File: config.mk
export PLATFORM = sky130hd
export DESIGN_NAME = dff_pipe
export DESIGN_NICKNAME = d
export VERILOG_FILES = /design/src/rtl/dff_pipe.sv
export SDC_FILE = /design/constraint.sdc
export NUM_CORES = 1
export LEC_CHECK = 0
export BUFFER_PORTS_ARGS = -buffer_cell sky130_fd_sc_hd__buf_4
export CORE_ASPECT_RATIO = 0.9
export CORE_UTILIZATION = 54
export CTS_CLUSTER_DIAMETER = 50
export DETAILED_ROUTE_END_ITERATION = 6
export PLACE_DENSITY = 0.77
export SYNTH_ARGS = -nofsm -noshare
export SYNTH_HDL_FRONTEND = slang
export SYNTH_SLANG_ARGS = --single-unit
File: constraint.sdc
create_clock -name clk -period 2.01 [get_ports clk]
set_input_delay 0.402 -clock clk [delete_from_list [all_inputs] [get_ports clk]]
set_output_delay 0.402 -clock clk [all_outputs]
set_load 0.02 [all_outputs]
File: src/rtl/dff_pipe.sv
`default_nettype none
// ============================================================================
//  Module   : dff_pipe
//  Brief    : Parameterised register pipeline with per-stage valid bits,
//             stall (en), flush and an occupancy counter with full flag.
//  Revision : 1.0  initial release
// ============================================================================
module dff_pipe #(
  parameter int               WIDTH     = 8,
  parameter int               DEPTH     = 4,
  parameter logic [WIDTH-1:0] RESET_VAL = '0
) (
  input  logic                       clk,
  input  logic                       reset,
  input  logic                       en,
  input  logic                       flush,
  input  logic [WIDTH-1:0]           d,
  input  logic                       d_valid,
  output logic [WIDTH-1:0]           q,
  output logic                       q_valid,
  output logic [$clog2(DEPTH+1)-1:0] count,
  output logic                       full
);

  localparam int C_CNT_W = $clog2(DEPTH + 1);

  // Parameter legality is enforced while elaborating, before any logic exists.
  generate
    if ((WIDTH < 1) || (WIDTH > 64)) begin : g_bad_width
      $error("dff_pipe: WIDTH must be in 1..64");
    end
    if ((DEPTH < 1) || (DEPTH > 32)) begin : g_bad_depth
      $error("dff_pipe: DEPTH must be in 1..32");
    end
  endgenerate

  logic [WIDTH-1:0]   r_data [DEPTH];
  logic [DEPTH-1:0]   r_valid;
  logic [C_CNT_W-1:0] r_count;

  // Stage data: reset loads RESET_VAL; flush leaves data untouched; an
  // enabled edge shifts every stage regardless of the valid bits.
  always_ff @(posedge clk) begin
    if (reset) begin
      for (int i = 0; i < DEPTH; i++) begin
        r_data[i] <= RESET_VAL;
      end
    end else if (!flush && en) begin
      r_data[0] <= d;
      for (int i = 1; i < DEPTH; i++) begin
        r_data[i] <= r_data[i-1];
      end
    end
  end

  // Valid bits and occupancy: the counter tracks the population of r_valid
  // incrementally (+ incoming valid, - valid leaving the last stage), so it
  // can never leave 0..DEPTH; a full pipe taking a new sample drops the oldest.
  always_ff @(posedge clk) begin
    if (reset || flush) begin
      r_valid <= '0;
      r_count <= '0;
    end else if (en) begin
      r_valid[0] <= d_valid;
      for (int i = 1; i < DEPTH; i++) begin
        r_valid[i] <= r_valid[i-1];
      end
      r_count <= r_count + C_CNT_W'(d_valid) - C_CNT_W'(r_valid[DEPTH-1]);
    end
  end

  assign q       = r_data[DEPTH-1];
  assign q_valid = r_valid[DEPTH-1];
  assign count   = r_count;
  assign full    = (r_count == C_CNT_W'(DEPTH));

endmodule
`default_nettype wire

# Word-level counts from Yosys, hierarchy flattened
# Memory sizes are Yosys's and may differ from the RTL's.
# Index checks and enable logic that the tools add are counted.
dict set report word_totals {
  ff_bits 7
  latch_bits 0
  ramBits 32
  mem_bits_ro 0
  input_bits 13
  output_inout_bits 13
  elab_cells 22
  n_memories 1
}
dict set report op_classes {
  addsub 2
  multipliers 0
  div 0
  n_lt_le_gt_ge 0
  n_eq_ne 1
  n_shift 0
  n_mux 9
  n_bitwise 4
  reduce_logical 3
}
# name words word_bits read_ports rd_ports_with_merged_regs wr line_no
set memory_table {}
lappend memory_table {r_data 4 8 4 0 4 37} ;# logic [WIDTH-1:0] r_data [DEPTH];
# cell count
set ops {}
lappend ops {{2-to-1 mux 8 bit} 4}
lappend ops {{2-to-1 mux 1 bit} 5}
lappend ops {{bitwise OR 1 bit} 4}
lappend ops {{adder 3 x 1 -> 3 bit} 1}
lappend ops {{== test 3 bit, second input constant} 1}
lappend ops {{subtractor 3 x 1 -> 3 bit} 1}
lappend ops {{logical AND 1 bit} 1}
lappend ops {{logical NOT 1 bit} 1}
lappend ops {{logical OR 1 bit} 1}

# Depth between registers and ports, before layout
dict set report logic_depth {
  depth_word 6
  mapped_depth 9
  mapped_depth_nobuf 9
}

# Worst setup path after synthesis
# Ideal clock, no wire load.
dict set report synth_path {
  path_kind {reg-to-reg}
  start {reg r_count[0] (netlist: count[0])}
  end {reg r_count[2] (netlist: count[2])}
  setup_time_ns 0.116
  t_arrival_ns 1.810
  required_ns 1.894
  setup_slack_ns 0.084
  stages_incl_launch_ff 10
  path_buffers 0
  synth_period_minus_slack_ns 1.926
  path_cell_list {dfxtp_1 > inv_1 > ha_1 > inv_1 > ha_1 > inv_1 > fa_1 > xor2_1 > a211oi_2 > a31o_1}
}
dict set report synth_between {
  elab_chain_cells 2
}
# element line_no
set synth_rtl {}
lappend synth_rtl {{from (decl)} 39} ;# logic [C_CNT_W-1:0] r_count;
lappend synth_rtl {{from (signal assigned)} 68} ;# r_count <= r_count + C_CNT_W'(d_valid) - C_CNT_W'(r_valid[DEPTH-1]);
lappend synth_rtl {{adder 3 x 1 -> 3 bit} 68}
lappend synth_rtl {{subtractor 3 x 1 -> 3 bit} 68}
# No other way between the ends.
# A chain may end at the register's enable or synchronous reset.

# Worst setup path after layout
# Ends and elaborated chain as after synthesis.

==> metrics <==
status complete, no violations; global placer's final weighted congestion 0.638; Die H 53.8 um; die area 0.00320 mm^2; Setup-failing EPs final 0; CTS buffer count 5; Max IR drop VDD 0.472 mV; Max clock buf depth 2; fin cells 173; Ys Warns 0; I/O Pins 26; FF-to-FF Start count[0]; Placed Area 0.00176 mm^2; Final Hold Viols 0; Setup CP Type flop to flop; Antenna Nets Post-Route 0; CTS root buf clkbuf_4; Clock transition at path regs 0.10 ns; layout cell share with drive strength beyond 1 28.6%; Clock Skews 0.00638 ns; fin crit period 1.86 ns; Pwr Total 0.00141 W; sequential-to-total area share from yosys stat 68.4%; RSZ-0062 raised after global routing no; cells after synthesis 112; Min-Delay Endpoint r_valid[0]; Worst R2R Setup Slack 0.15 ns; Post-CTS Setup Inserts 0; post-DR wirelength/cell 10.0 um; TNS Setup 0 ns; crit end category flop; Avg Vias per Cell 4.61; Die Wd 59.6 um; Power Dens Cells 773 mW/mm^2; DRT Pass-1 Iters 4; maxcap violations 0; r2r endpoint count[2]; multi-input logic area 404 um^2; finished layout cell area 0.00182 mm^2; row cnt 18; first-pass GRT wire length 2.79 mm; initial antenna violation count 0; Ant. Diodes 0; Final HPWL DP 1.13 mm; Critical Path AT 2.13 ns; critical path peak fanout 4; Syn Nets 128; Avg Synthesized Cell Area 14.4 um^2; Area Growth Syn to Fin 13.1%; hold path start d_valid; final WL 1.74 mm; relative max-transition margin 68.3%; vias in the first global route 656; # DRC 0; I/O Buffers 25; dpl cells 165; R2R depth 9; largest net degree at the start of global routing 33; Final period util 92.3%; clock sink count 39; global route overflow 0; Layout Nets 148; pins over their slew limit 0; FILL cells 233; Hold WC Path Type primary input to flop; vias post-DR 797; commonest cells after routing, fill and taps aside 32 x and2_1, 32 x edfxtp_1, 26 x buf_4; Synth cell types 20; core area 0.00279 mm^2; Critical Path RT 2.28 ns; hold depth 3; worst-margin pin slew 0.474 ns; 1st-iter DRT viols 18; number of synthesized register bits 39; sequential standard cell area 0.00110 mm^2; Tot GR Track Use 12.9%; startpoint types flop; H-tree depth 2; Lkg Pwr 0.744 nW; Starting Density 57.7%; Synth Cell Area 0.00161 mm^2; CTS tree yes; worst skew pair latency 0.33 ns; fmax 0.539 GHz
-- registers in the layout, summed over array words and instances (netlist names) --
name and flops:
count 3, r_data 32, r_valid 4
-- timing repair --
action                                  CTS  global route
resized for setup                         0             2
hold buffers                              0             0
endpoints found under the setup margin    0             1
-- worst max-delay path: stages (launching register included) --
cell,delay (ns)
dfxtp_2,0.36
inv_1,0.05
ha_1,0.26
inv_1,0.06
ha_1,0.13
inv_1,0.05
fa_1,0.40
xor2_2,0.17
a211oi_2,0.23
a31o_1,0.11
-- cells in the mapped netlist --
cell type | number | area, um^2
and2_1 | 32 | 200
edfxtp_1 | 32 | 961
buf_4 | 8 | 60.1
dfxtp_1 | 7 | 140
nor2_1 | 7 | 26.3
mux2i_1 | 5 | 50.1
inv_1 | 4 | 15.0
clkbuf_2 | 3 | 15.0
buf_6 | 2 | 22.5
ha_1 | 2 | 25.0
a211oi_1 | 1 | 7.51
a211oi_2 | 1 | 12.5
a31o_1 | 1 | 8.76
fa_1 | 1 | 20.0
nand2b_1 | 1 | 6.26
nand2b_2 | 1 | 8.76
nor2_4 | 1 | 11.3
nor3_1 | 1 | 5.00
or2_1 | 1 | 6.26
xor2_1 | 1 | 8.76
-- kinds of logic (layout without fill, tap and decap cells) --
kind of cell,count (synthesis),in the layout,synth area share (%)
adder cells (fa/ha/maj),3,3,2.80
AND/OR/NAND/NOR,44,44,16.4
buffers and inverters,17,38,6.99
flip-flops,39,39,68.4
AO/OA/AOI/OAI,3,3,1.79
XOR/XNOR,1,1,0.544
multiplexers,5,5,3.11
-- where the power goes --
part           internal [W]  leakage (nW)  switching [W]
combinational     0.0000473         0.320      0.0000567
sequential         0.000919         0.396      0.0000104
clock              0.000135        0.0282       0.000239
-- stage by stage --
step	setup WS, ns	hold WS [ns]	util, %
4_1_cts	0.0616	0.314	64.9
3_5_place_dp	0.0907	0.488	62.9
5_1_grt	0.0163	0.317	65.2
3_3_place_gp	0.187	0.473	62.9
6_report	0.154	0.326	65.2
2_1_floorplan	0.0841	0.460	-
-- worst max path at each step --
| stage | start | cells past startpoint | to | slack [ns] |
|---|---|---|---|---|
| 6_report | count[0] | 9 | count[2] | 0.15 |
| 3_5_place_dp | count[0] | 9 | count[2] | 0.09 |
| 3_3_place_gp | count[0] | 9 | count[2] | 0.19 |
| 5_1_grt | count[0] | 9 | count[2] | 0.02 |
| 4_1_cts | count[0] | 9 | count[2] | 0.06 |
| 2_1_floorplan | count[0] | 9 | count[2] | 0.08 |
-- layout make-up --
type / count / area share (%)
repair buffers: 26 / 10.7
multi-input cells: 56 / 22.2
flip-flops and latches: 39 / 60.5
clock inverters: 2 / 0.687
inverters: 4 / 0.825
well taps: 40 / 2.75
clock buffers: 6 / 2.27
-- metal layers --
| metal | vias to the layer above | routed length [um] | track usage (%) |
|---|---|---|---|
| met3 | 2 | 84 | 5.05 |
| met2 | 23 | 845 | 20.6 |
| met5 | - | 0 | 0 |
| li1 | 408 | - | - |
| met1 | 364 | 795 | 13.8 |
| met4 | 0 | 8 | 10.5 |
No activity file was read; power rests on OpenSTA's default activity.
